$ cat src/rtl/mc_pkg.sv
// Shared definitions for the multi-cycle MIPS main control FSM:
// opcodes, state encodings, ALUOp codes and datapath select codes.
package mc_pkg;

    localparam logic [5:0] OP_R    = 6'd0;
    localparam logic [5:0] OP_LW   = 6'd35;
    localparam logic [5:0] OP_SW   = 6'd43;
    localparam logic [5:0] OP_BEQ  = 6'd4;
    localparam logic [5:0] OP_J    = 6'd2;
    localparam logic [5:0] OP_ADDI = 6'd8;

    typedef enum logic [3:0] {
        S_FETCH  = 4'd0,
        S_DECODE = 4'd1,
        S_MEMADR = 4'd2,
        S_MEMRD  = 4'd3,
        S_MEMWB  = 4'd4,
        S_MEMWR  = 4'd5,
        S_EXEC   = 4'd6,
        S_RWB    = 4'd7,
        S_BRANCH = 4'd8,
        S_JUMP   = 4'd9,
        S_ADDIEX = 4'd10,
        S_ADDIWB = 4'd11,
        S_TRAP   = 4'd12
    } state_t;

    localparam logic [1:0] ALUOP_ADD   = 2'b00;
    localparam logic [1:0] ALUOP_SUB   = 2'b01;
    localparam logic [1:0] ALUOP_FUNCT = 2'b10;
    localparam logic [1:0] ALUOP_IMM   = 2'b11;

    localparam logic [1:0] PCSRC_ALU    = 2'b00;
    localparam logic [1:0] PCSRC_ALUOUT = 2'b01;
    localparam logic [1:0] PCSRC_JUMP   = 2'b10;

    localparam logic [1:0] SRCB_RT      = 2'b00;
    localparam logic [1:0] SRCB_FOUR    = 2'b01;
    localparam logic [1:0] SRCB_IMM     = 2'b10;
    localparam logic [1:0] SRCB_IMM_SH2 = 2'b11;

    // Dispatch target out of DECODE; anything unsupported traps.
    function automatic state_t decode_next(input logic [5:0] op);
        state_t nxt;
        case (op)
            OP_LW, OP_SW: nxt = S_MEMADR;
            OP_R:         nxt = S_EXEC;
            OP_BEQ:       nxt = S_BRANCH;
            OP_J:         nxt = S_JUMP;
            OP_ADDI:      nxt = S_ADDIEX;
            default:      nxt = S_TRAP;
        endcase
        return nxt;
    endfunction

endpackage

$ cat src/rtl/mc_out_dec.sv
// Combinational decode of FSM state (plus mem_ready) into every datapath
// control output; write strobes are held low while reset is asserted.
module mc_out_dec
    import mc_pkg::*;
(
    input  state_t     state,
    input  logic       mem_ready,
    input  logic       rst,
    output logic       pc_write,
    output logic       pc_write_cond,
    output logic       iord,
    output logic       mem_read,
    output logic       mem_write,
    output logic       mem_to_reg,
    output logic       ir_write,
    output logic [1:0] pc_source,
    output logic [1:0] alu_op,
    output logic       alu_src_a,
    output logic [1:0] alu_src_b,
    output logic       reg_write,
    output logic       reg_dst,
    output logic       instr_done,
    output logic       trap
);

    logic pc_write_s;
    logic pc_write_cond_s;
    logic mem_read_s;
    logic mem_write_s;
    logic ir_write_s;
    logic reg_write_s;

    // Per-state control word; everything defaults to the inactive value.
    always_comb begin
        pc_write_s      = 1'b0;
        pc_write_cond_s = 1'b0;
        mem_read_s      = 1'b0;
        mem_write_s     = 1'b0;
        ir_write_s      = 1'b0;
        reg_write_s     = 1'b0;
        iord            = 1'b0;
        mem_to_reg      = 1'b0;
        pc_source       = PCSRC_ALU;
        alu_op          = ALUOP_ADD;
        alu_src_a       = 1'b0;
        alu_src_b       = SRCB_RT;
        reg_dst         = 1'b0;
        instr_done      = 1'b0;
        trap            = 1'b0;
        case (state)
            S_FETCH: begin
                mem_read_s = 1'b1;
                alu_src_b  = SRCB_FOUR;
                ir_write_s = mem_ready;
                pc_write_s = mem_ready;
            end
            S_DECODE: begin
                alu_src_b = SRCB_IMM_SH2;
            end
            S_MEMADR: begin
                alu_src_a = 1'b1;
                alu_src_b = SRCB_IMM;
            end
            S_MEMRD: begin
                mem_read_s = 1'b1;
                iord       = 1'b1;
            end
            S_MEMWB: begin
                reg_write_s = 1'b1;
                mem_to_reg  = 1'b1;
                instr_done  = 1'b1;
            end
            S_MEMWR: begin
                mem_write_s = 1'b1;
                iord        = 1'b1;
                instr_done  = mem_ready;
            end
            S_EXEC: begin
                alu_src_a = 1'b1;
                alu_op    = ALUOP_FUNCT;
            end
            S_RWB: begin
                reg_write_s = 1'b1;
                reg_dst     = 1'b1;
                instr_done  = 1'b1;
            end
            S_BRANCH: begin
                alu_src_a       = 1'b1;
                alu_op          = ALUOP_SUB;
                pc_write_cond_s = 1'b1;
                pc_source       = PCSRC_ALUOUT;
                instr_done      = 1'b1;
            end
            S_JUMP: begin
                pc_write_s = 1'b1;
                pc_source  = PCSRC_JUMP;
                instr_done = 1'b1;
            end
            S_ADDIEX: begin
                alu_src_a = 1'b1;
                alu_src_b = SRCB_IMM;
                alu_op    = ALUOP_IMM;
            end
            S_ADDIWB: begin
                reg_write_s = 1'b1;
                instr_done  = 1'b1;
            end
            S_TRAP: begin
                trap = 1'b1;
            end
            default: begin
                trap = 1'b1;
            end
        endcase
    end

    // Reset returns the FSM to FETCH asynchronously; mask its strobes too.
    assign pc_write      = pc_write_s      & ~rst;
    assign pc_write_cond = pc_write_cond_s & ~rst;
    assign mem_read      = mem_read_s      & ~rst;
    assign mem_write     = mem_write_s     & ~rst;
    assign ir_write      = ir_write_s      & ~rst;
    assign reg_write     = reg_write_s     & ~rst;

endmodule

$ cat src/rtl/mc_main_ctl.sv
// Main control FSM of the multi-cycle MIPS datapath: state register,
// next-state logic and retired-instruction counter.
module mc_main_ctl
    import mc_pkg::*;
#(
    parameter int CNT_W = 32
) (
    input  logic             clk,
    input  logic             rst,
    input  logic [5:0]       Op,
    input  logic             mem_ready,
    output logic             PCWrite,
    output logic             PCWriteCond,
    output logic             IorD,
    output logic             MemRead,
    output logic             MemWrite,
    output logic             MemtoReg,
    output logic             IRWrite,
    output logic [1:0]       PCSource,
    output logic [1:0]       ALUOp,
    output logic             ALUSrcA,
    output logic [1:0]       ALUSrcB,
    output logic             RegWrite,
    output logic             RegDst,
    output logic             instr_done,
    output logic [CNT_W-1:0] retire_cnt,
    output logic             trap,
    output logic [3:0]       state_dbg
);

    state_t             state_r;
    state_t             next_state_s;
    logic [CNT_W-1:0]   retire_cnt_r;
    logic               instr_done_s;

    // State register.
    always_ff @(posedge clk or posedge rst) begin
        if (rst) begin
            state_r <= S_FETCH;
        end else begin
            state_r <= next_state_s;
        end
    end

    // Next-state logic; memory states stall until mem_ready.
    always_comb begin
        next_state_s = state_r;
        case (state_r)
            S_FETCH: begin
                if (mem_ready) next_state_s = S_DECODE;
                else           next_state_s = S_FETCH;
            end
            S_DECODE: next_state_s = decode_next(Op);
            S_MEMADR: begin
                if (Op == OP_LW)      next_state_s = S_MEMRD;
                else if (Op == OP_SW) next_state_s = S_MEMWR;
                else                  next_state_s = S_TRAP;
            end
            S_MEMRD: begin
                if (mem_ready) next_state_s = S_MEMWB;
                else           next_state_s = S_MEMRD;
            end
            S_MEMWR: begin
                if (mem_ready) next_state_s = S_FETCH;
                else           next_state_s = S_MEMWR;
            end
            S_EXEC:   next_state_s = S_RWB;
            S_ADDIEX: next_state_s = S_ADDIWB;
            S_MEMWB, S_RWB, S_BRANCH, S_JUMP, S_ADDIWB: next_state_s = S_FETCH;
            S_TRAP:   next_state_s = S_TRAP;
            default:  next_state_s = S_TRAP;
        endcase
    end

    // Retired-instruction counter; wraps silently.
    always_ff @(posedge clk or posedge rst) begin
        if (rst) begin
            retire_cnt_r <= '0;
        end else if (instr_done_s) begin
            retire_cnt_r <= retire_cnt_r + CNT_W'(1);
        end else begin
            retire_cnt_r <= retire_cnt_r;
        end
    end

    mc_out_dec u_out_dec (
        .state         (state_r),
        .mem_ready     (mem_ready),
        .rst           (rst),
        .pc_write      (PCWrite),
        .pc_write_cond (PCWriteCond),
        .iord          (IorD),
        .mem_read      (MemRead),
        .mem_write     (MemWrite),
        .mem_to_reg    (MemtoReg),
        .ir_write      (IRWrite),
        .pc_source     (PCSource),
        .alu_op        (ALUOp),
        .alu_src_a     (ALUSrcA),
        .alu_src_b     (ALUSrcB),
        .reg_write     (RegWrite),
        .reg_dst       (RegDst),
        .instr_done    (instr_done_s),
        .trap          (trap)
    );

    assign instr_done = instr_done_s;
    assign retire_cnt = retire_cnt_r;
    assign state_dbg  = state_r;

endmodule
$ cat config.mk
export PLATFORM = sky130hd
export DESIGN_NAME = mc_main_ctl
export DESIGN_NICKNAME = d
export VERILOG_FILES = /design/src/rtl/mc_pkg.sv /design/src/rtl/mc_out_dec.sv /design/src/rtl/mc_main_ctl.sv
export SDC_FILE = /design/constraint.sdc
export NUM_CORES = 1
export LEC_CHECK = 0
export ABC_CLOCK_PERIOD_IN_PS = 3400
export CAP_MARGIN = 10
export CELL_PAD_IN_SITES_DETAIL_PLACEMENT = 2
export CELL_PAD_IN_SITES_GLOBAL_PLACEMENT = 2
export CORE_ASPECT_RATIO = 1.1
export CORE_MARGIN = 2
export CORE_UTILIZATION = 30
export DETAILED_ROUTE_END_ITERATION = 7
export GPL_TIMING_DRIVEN = 0
export PLACE_DENSITY_LB_ADDON = 0.1
export SLEW_MARGIN = 5
export SYNTH_ARGS = -nofsm -noshare
export SYNTH_HDL_FRONTEND = slang
export SYNTH_SLANG_ARGS = --single-unit
export TNS_END_PERCENT = 5
$ cat constraint.sdc
create_clock -name clk -period 3.4 [get_ports clk]
set_clock_uncertainty 0.05 [all_clocks]
set_input_delay 0.51 -clock clk [delete_from_list [all_inputs] [get_ports clk]]
set_output_delay 0.51 -clock clk [all_outputs]
set_load 0.05 [all_outputs]
==> impl_metrics.toml, run 1 <==
[clocking]
numCtsBuffers = 5
cts.path.max_buffers = 2
post_cts_buffers = 0
clkTransAtPathRegs_ps = 70
cts_hold_buf = 0
clk_latency_ps = 290
cts_tree = "yes"
cts_resized = 1
cts_sinks = 36
clockRootBuffer = "clkbuf_8"
cts_max_level = 2

[hold_path]
min_path_type = "register to register"
min_from = "retire_cnt[31]$_DFFE_PP0P_"

[floorplan]
die_h_um = 91.1
ios = 63
core_area_sq_um = 6630
initial_utilization_pct = 31.2
dieArea_sq_um = 7580
dieWidth_um = 83.2
row_count = 31

[pwr]
vdd_ir_drop_max_mv = 0.493
power_density_nw_per_um2 = 770
p_leak_uw = 0.00103

[synth]
syn_nets = 228
synth_common_cells = "36 x dfrtp_1, 20 x nand2_1, 20 x nor3_1"
ys.flop_type = "dfrtp_1"
yosysSeqAreaShare_pct = 43.5
synth_cells = 218
synth_edf_count = 0
synth_area_per_cell_sq_um = 9.50
ys.warnings.count = 0
synthTopCellsByArea = "dfrtp_1 44%, xor2_1 7.6%, xnor2_1 6.3%, nor3_1 4.8%, nand2_1 3.6%"
netlist_area_sq_um = 2070
yosysTopAreaCell = "dfrtp_1"
synth.distinct_cells = 40
yosysMostFrequentCell = "dfrtp_1"
synthArstFlopShare_pct = 100
ys_seq_elements = 36
synth_top_area_share_pct = 43.5

[sta]
period_minus_slack_ps = 3190
fin_ws_ps = 212
worstMarginPinSlew_ps = 809
drv_slew = 0
setup_viol = 0
timing.hold.ws_ps = 428
timing.fmax_mhz = 314
hold_violations = 0
setup_tns_ps = 0
relSlewSlack_pct = 45.6
grt_setup_unrepaired = "false"
period_share_pct = 93.8

[grt]
antenna_found_initial = 0
grt_pass1_wl_mm = 10.4
grt_max_degree = 38
grt_pass1_vias = 2034
overflow = 0
track_usage_pct = 16.8

[critical_path]
cp-startpoint = "mem_ready"
crit_path_end_kind = "output port"
rr_startpoint = "state_dbg[3]$_DFF_PP0_"
path_max_fanout = 10
path_class = "input port to output port"
worstPathArrival_ps = 2630
r2r_cells = 8
setup.worst_path.start_class = "input port"
cp-endpoint = "instr_done"
r2r-end = "retire_cnt[29]$_DFFE_PP0P_"
critPathRequiredTime_ps = 2840
r2r_slack_ps = 1340

[drt]
route.detailed.drc = 0
drt_wl_total_mm = 6.07
vias_per_cell = 5.17
drtPass1Iterations = 4
drt-initial-drc-count = 31
wl_per_cell_um = 16.4
postRouteAntennaNets = 0
vias = 1914

[status]
outcome = "finished clean"

[cells_and_area]
diodes = 0
nets = 297
drive_gt1_share_pct = 6.60
area_growth_pct = 39.3
fill_cells = 738
final_cells = 370

[placed_design]
dp_cells = 362
pre_cts_slack_ps = -76.5
routabilityCongestion = 0.780
port_buffers = 62
dpl.hpwl_mm = 4.51

[job]
maxCapViolCount = 0
cell families after synthesis:
logic type	synth area share, %
xor gates and xnor gates	14.0
DFF	43.5
and+or+nand+nor	31.5
buffers and inverters	3.26
adders and majority gates	0.604
AOI/OAI and AO/OA	7.19
cell usage in the layout, fill, tap and decap left out, drive strengths merged, types with 3 or more instances in the layout:
cell / netlist / routed
a21oi: 9 / 9
and3: 6 / 6
and4: 6 / 6
buf: 5 / 5
clkbuf: 6 / 14
clkdlybuf4s50: 0 / 61
dfrtp: 36 / 36
inv: 4 / 4
nand2: 20 / 20
nand2b: 6 / 6
nand3: 11 / 11
nand4: 7 / 7
nor2: 11 / 11
nor3: 20 / 20
nor3b: 3 / 3
nor4: 10 / 10
xnor2: 15 / 15
xor2: 18 / 18
through the flow:
step | instance area (sq um) | power (uW) | utilization (%)
3_5_place_dp | 2790 | 1920 | 42.1
6_report | 2890 | 2220 | 43.5
2_1_floorplan | 2070 | 1490 | -
3_3_place_gp | 2790 | 1910 | 42.1
5_1_grt | 2890 | 2360 | 43.5
4_1_cts | 2880 | 2250 | 43.5
metal layers:
layer / GRT usage [%] / routed length (um) / up-vias
met3: 2.55 / 205 / 6
li1: - / - / 921
met2: 28.4 / 2950 / 46
met1: 22.4 / 2840 / 941
met4: 4.92 / 77 / 0
met5: 0 / 0 / -
power breakdown:
part | internal (uW) | leakage [uW] | switching (uW) | total (uW)
Combinational | 409 | 0.000572 | 877 | 1290
Clock | 166 | 0.0000455 | 161 | 326
Sequential | 503 | 0.000415 | 107 | 610
how the worst min path moves through the flow:
stage	end	slack, ps	cells after the start
global placement	retire_cnt[31]$_DFFE_PP0P_	420	1
CTS	retire_cnt[31]$_DFFE_PP0P_	440	1
finish	retire_cnt[31]$_DFFE_PP0P_	430	1
detailed placement	retire_cnt[31]$_DFFE_PP0P_	410	1
floorplan	state_dbg[1]$_DFF_PP0_	590	1
global route	retire_cnt[31]$_DFFE_PP0P_	460	1
flip-flops by register name, indices dropped and copies added (netlist names):
register    flops
retire_cnt     32
state_dbg       4
critical path, cell delays in order:
cell and delay, ps:
clkdlybuf4s50_1 610, nor2_1 70, a2111o_1 530, inv_2 140, buf_2 220, dlygate4sd2_1 550
cell type report:
| cell class | instances | area, sq um | area share [%] |
|---|---|---|---|
| multi-input cells | 167 | 1100 | 38.2 |
| repair buffers | 62 | 619 | 21.5 |
| plain buffers | 11 | 52.6 | 1.82 |
| well taps | 82 | 103 | 3.56 |
| clock buffers | 8 | 90.1 | 3.12 |
| inverters | 4 | 17.5 | 0.607 |
| flip-flops and latches | 36 | 901 | 31.2 |
Note: power is estimated with default switching activity, not from simulation.
==> inputs of run 2 (changes only) <==
Settings changed: CTS_CLUSTER_SIZE set to 12.
==> results of run 2 <==
Same layout as run 1: the final DEF is identical, and so are final timing and power.
==> inputs of run 3 (changes only) <==
Settings changed: SETUP_SLACK_MARGIN set to 0.1.
==> impl_metrics.toml, run 3 (synthesis gave the netlist of run 1 again) <==
[cells_and_area]
postLayoutCellArea_sq_um = 2910
mostFrequentLayoutCell = "clkdlybuf4s50_1"
final_cell_mix = "61 x clkdlybuf4s50_1, 36 x dfrtp_1, 20 x nand2_1, 20 x nor3_1, 18 x xor2_1"
diodes = 0
fill_cells = 737
largest_reg_flops = 32
nets = 298
area_growth_pct = 40.5
drive_gt1_share_pct = 7.61

[critical_path]
crit_path_end_kind = "output port"
path_class = "input port to output port"
cp_slowest_cell = "clkdlybuf4s50_1"
cp.buffers_inverters = 4
critPathRequiredTime_ps = 2840
slowest_delay_ps = 630
setup.worst_path.start_class = "input port"
worstPathArrival_ps = 2650
path_delay_family = "buffers and inverters"
path_max_fanout = 10
cp-startpoint = "mem_ready"
r2r-end = "retire_cnt[30]$_DFFE_PP0P_"
path_depth = 6
cp-endpoint = "instr_done"
r2r_cells = 7
r2r_slack_ps = 1310
rr_startpoint = "state_dbg[3]$_DFF_PP0_"
worstPathCellList = "clkdlybuf4s50_1 -> nor2_1 -> a2111o_1 -> inv_2 -> buf_2 -> dlygate4sd2_1"

[grt]
use_met1_pct = 22.8
overflow = 0
use_met2_pct = 31.1
antenna_found_initial = 0
use_met3_pct = 2.82
grt_max_degree = 34
busiest_layer = "met2"
grt_pass1_vias = 2112
grt_pass1_wl_mm = 10.9
track_usage_pct = 17.6

[drt]
drt-initial-drc-count = 43
vias = 1938
drtPass1Iterations = 4
route.detailed.drc = 0
wl_per_cell_um = 17.0
postRouteAntennaNets = 0
drt_wl_total_mm = 6.31
vias_per_cell = 5.22

[clocking]
clockRootBuffer = "clkbuf_8"
numCtsBuffers = 5
cts_sinks = 36
clkTransAtPathRegs_ps = 70
cts_tree = "yes"
clk_latency_ps = 290
cts_max_level = 2
cts.path.max_buffers = 2
cts_hold_buf = 0

[sta]
timing.fmax_mhz = 312
period_minus_slack_ps = 3210
setup_viol = 0
worstMarginPinSlew_ps = 688
grt_setup_unrepaired = "false"
period_share_pct = 94.4
hold_violations = 0
setup_tns_ps = 0
drv_slew = 0
relSlewSlack_pct = 53.8
timing.hold.ws_ps = 429

[placed_design]
port_buffers = 62
dpl.hpwl_mm = 4.72
routabilityCongestion = 0.758
place_area_sq_um = 2820

[pwr]
power_density_nw_per_um2 = 768
vdd_ir_drop_max_mv = 0.528
p_leak_uw = 0.00105

[floorplan]
die_h_um = 91.1
ios = 63
initial_utilization_pct = 31.2
row_count = 31
dieWidth_um = 83.2
dieArea_sq_um = 7580
core_area_sq_um = 6630

[job]
maxCapViolCount = 0

[hold_path]
min_path_type = "register to register"

[status]
outcome = "finished clean"
==> run 3: cell types whose count changed in the layout (fill, tap and decap cells not counted) <==
cell      delta
buf_12       +1
clkbuf_1     -1
clkbuf_2     +1
inv_2        +1
inv_4        -1
nor4_1       -1
nor4_2       +1
==> run 3: cell type report <==
type / count / area (sq um) / share of cell area, %
clock buffers: 8 / 90.1 / 3.10
flip-flops and latches: 36 / 901 / 31.0
repair buffers: 63 / 639 / 22.0
multi-input cells: 167 / 1110 / 38.1
well taps: 82 / 103 / 3.53
plain buffers: 11 / 53.8 / 1.85
inverters: 4 / 15.0 / 0.516
==> run 3: per-layer routing <==
metal  vias to the layer above  share of wire (%)
li1                        924                  -
met1                       964                 46
met2                        45                 50
met3                         5                3.5
met4                         0               0.92
met5                         -                  0
==> run 3: repair_timing <==
action	4_1_cts	5_1_grt
setup buffers	0	0
setup endpoints to repair	1	1
pin swaps	0	0
gates resized for setup	1	2
==> run 3: worst min path at each step <==
| stage | startpoint | end | slack (ps) | cells after the start |
|---|---|---|---|---|
| CTS | retire_cnt[31]$_DFFE_PP0P_ | retire_cnt[31]$_DFFE_PP0P_ | 440 | 1 |
| finish | retire_cnt[31]$_DFFE_PP0P_ | retire_cnt[31]$_DFFE_PP0P_ | 430 | 1 |
| detailed placement | retire_cnt[31]$_DFFE_PP0P_ | retire_cnt[31]$_DFFE_PP0P_ | 410 | 1 |
| floorplan | mem_ready | state_dbg[1]$_DFF_PP0_ | 590 | 1 |
| global route | retire_cnt[31]$_DFFE_PP0P_ | retire_cnt[31]$_DFFE_PP0P_ | 450 | 1 |
| global placement | retire_cnt[31]$_DFFE_PP0P_ | retire_cnt[31]$_DFFE_PP0P_ | 420 | 1 |
==> run 3: power by group <==
part | total, uW | switching [uW] | internal (uW)
clock | 323 | 157 | 166
sequential | 608 | 105 | 503
combinational | 1300 | 892 | 413
==> run 3: metrics by stage <==
step,setup slack [ps],util [%],std cells,total power [uW]
floorplan,158,-,218,1500
global placement,-549,42.2,362,1910
detailed placement,-87.1,42.5,363,1930
CTS,180,43.9,371,2260
global route,116,43.9,371,2370
finish,190,43.9,371,2240
==> RTL edit: new RTL, config.mk and constraints of run 1 <==
Change the parameter `CNT_W` from 32 to 28.
--- a/src/rtl/mc_main_ctl.sv
+++ b/src/rtl/mc_main_ctl.sv
@@ -3,7 +3,7 @@
 module mc_main_ctl
     import mc_pkg::*;
 #(
-    parameter int CNT_W = 32
+    parameter int CNT_W = 28
 ) (
     input  logic             clk,
     input  logic             rst,
Interface: changed (resized retire_cnt); port bits go from 63 to 59. No check against the original RTL was run, so the function may have changed too.
==> RTL edit against run 1 <==
Design area shrank 9.1%; combinational power shrank 17%; sequential cell count shrank 4; area after synthesis shrank 11%; sequential power shrank 17%; utilization grew 1.4 points; register-to-register slack gained 0.07 ns; worst setup slack lost 0.020 ns; total power shrank 15%; critical endpoint unchanged; wire length shrank 3.7%; cell count shrank 7.3%.
==> RTL edit: results (changes against run 1) <==
Outcome = finished clean (unchanged)
Met3 usage = 3.542% (was 2.545%)
Number of clock buffers in the layout = 7 (was 8)
Worst path max stage delay = 0.71 ns (was 0.61 ns)
CP max FO = 8 (was 10)
Pre-CTS setup slack = 0.1364 ns (was -0.07645 ns)
CTS resizes = 0 (was 1)
Post-synthesis compound-gate area fraction = 6.445% (was 7.190%)
Post-place instance area = 0.002527 mm^2 (was 0.002794 mm^2)
Hold Startpoint = retire_cnt[27] (was retire_cnt[31])
Synthesized instance count = 201 (was 218)
Hold Path End = retire_cnt[27] (was retire_cnt[31])
Met2 Use GR = 33.33% (was 28.36%)
Leak = 0.001113 uW (was 0.001032 uW)
Fraction of the mapped netlist area in adder cells = 0.6784% (was 0.6042%)
WL met3 = 175 um (was 205 um)
Cells on worst reg2reg path = 5 (was 8)
Met1 GRT Util = 22.69% (was 22.36%)
Global-route wire length before repair = 10,010 um (was 10,420 um)
Yosys reg bits = 32 (was 36)
Fillcell total = 673 (was 738)
Sequential fraction of the synthesis area = 43.42% (was 43.50%)
Dpl cells = 336 (was 362)
Data arrival, critical path = 2.65 ns (was 2.63 ns)
Non-CTS inverters = 8 (was 4)
Worst slack on hold paths = 0.4252 ns (was 0.4276 ns)
Non-clk buf share = 23.61% (was 23.29%)
Area of the multi-input gates = 980.9 um^2 (was 0.001102 mm^2)
Vias = 1,765 (was 1,914)
Hpwl dp = 4230 um (was 4511 um)
GPL Wtd Cong = 0.7912 (was 0.7802)
Syn Nets = 211 (was 228)
Vias in the first global route = 1,971 (was 2,034)
XOR/XNOR Fraction of Synth Area = 13.77% (was 13.96%)
FF+latch area = 800.8 um^2 (was 900.9 um^2)
Commonest cells post-synth = dfrtp_1 (32), nand2_1 (24), nor3_1 (16), nor2_1 (15), xnor2_1 (15) (was dfrtp_1 (36), nand2_1 (20), nor3_1 (20), xor2_1 (18), xnor2_1 (15))
Post-DR wirelength/cell = 17.05 um (was 16.41 um)
RTL edit: cell count changes in the layout (fill, tap and decap cells not counted), sizes merged, moves of 3 or more:
cell | before | now
nand2 | 20 | 26
and3 | 6 | 1
o21ai | 1 | 6
clkbuf | 14 | 10
dfrtp | 36 | 32
inv | 4 | 8
nor2 | 11 | 15
nor4 | 10 | 6
xor2 | 18 | 14
clkdlybuf4s50 | 61 | 58
nand3 | 11 | 14
nor3 | 20 | 17
RTL edit: power by group through the flow:
stage	Clock, uW	Sequential [uW]	Combinational, uW
2_1_floorplan	0	671	570
5_1_grt	346	517	1140
6_report	323	504	1070
4_1_cts	332	508	1080
3_5_place_dp	0	514	1070
3_3_place_gp	0	513	1060
RTL edit: worst max path at each step:
stage	cells after the start	slack, ns	to	from
after floorplan	4	0.006	RegWrite	state_dbg[2]
after global placement	4	-0.33	RegWrite	rst
after detailed placement	4	0.14	RegWrite	rst
after CTS	4	0.14	RegWrite	rst
after global routing	4	0.01	RegWrite	rst
final	5	0.19	instr_done	mem_ready
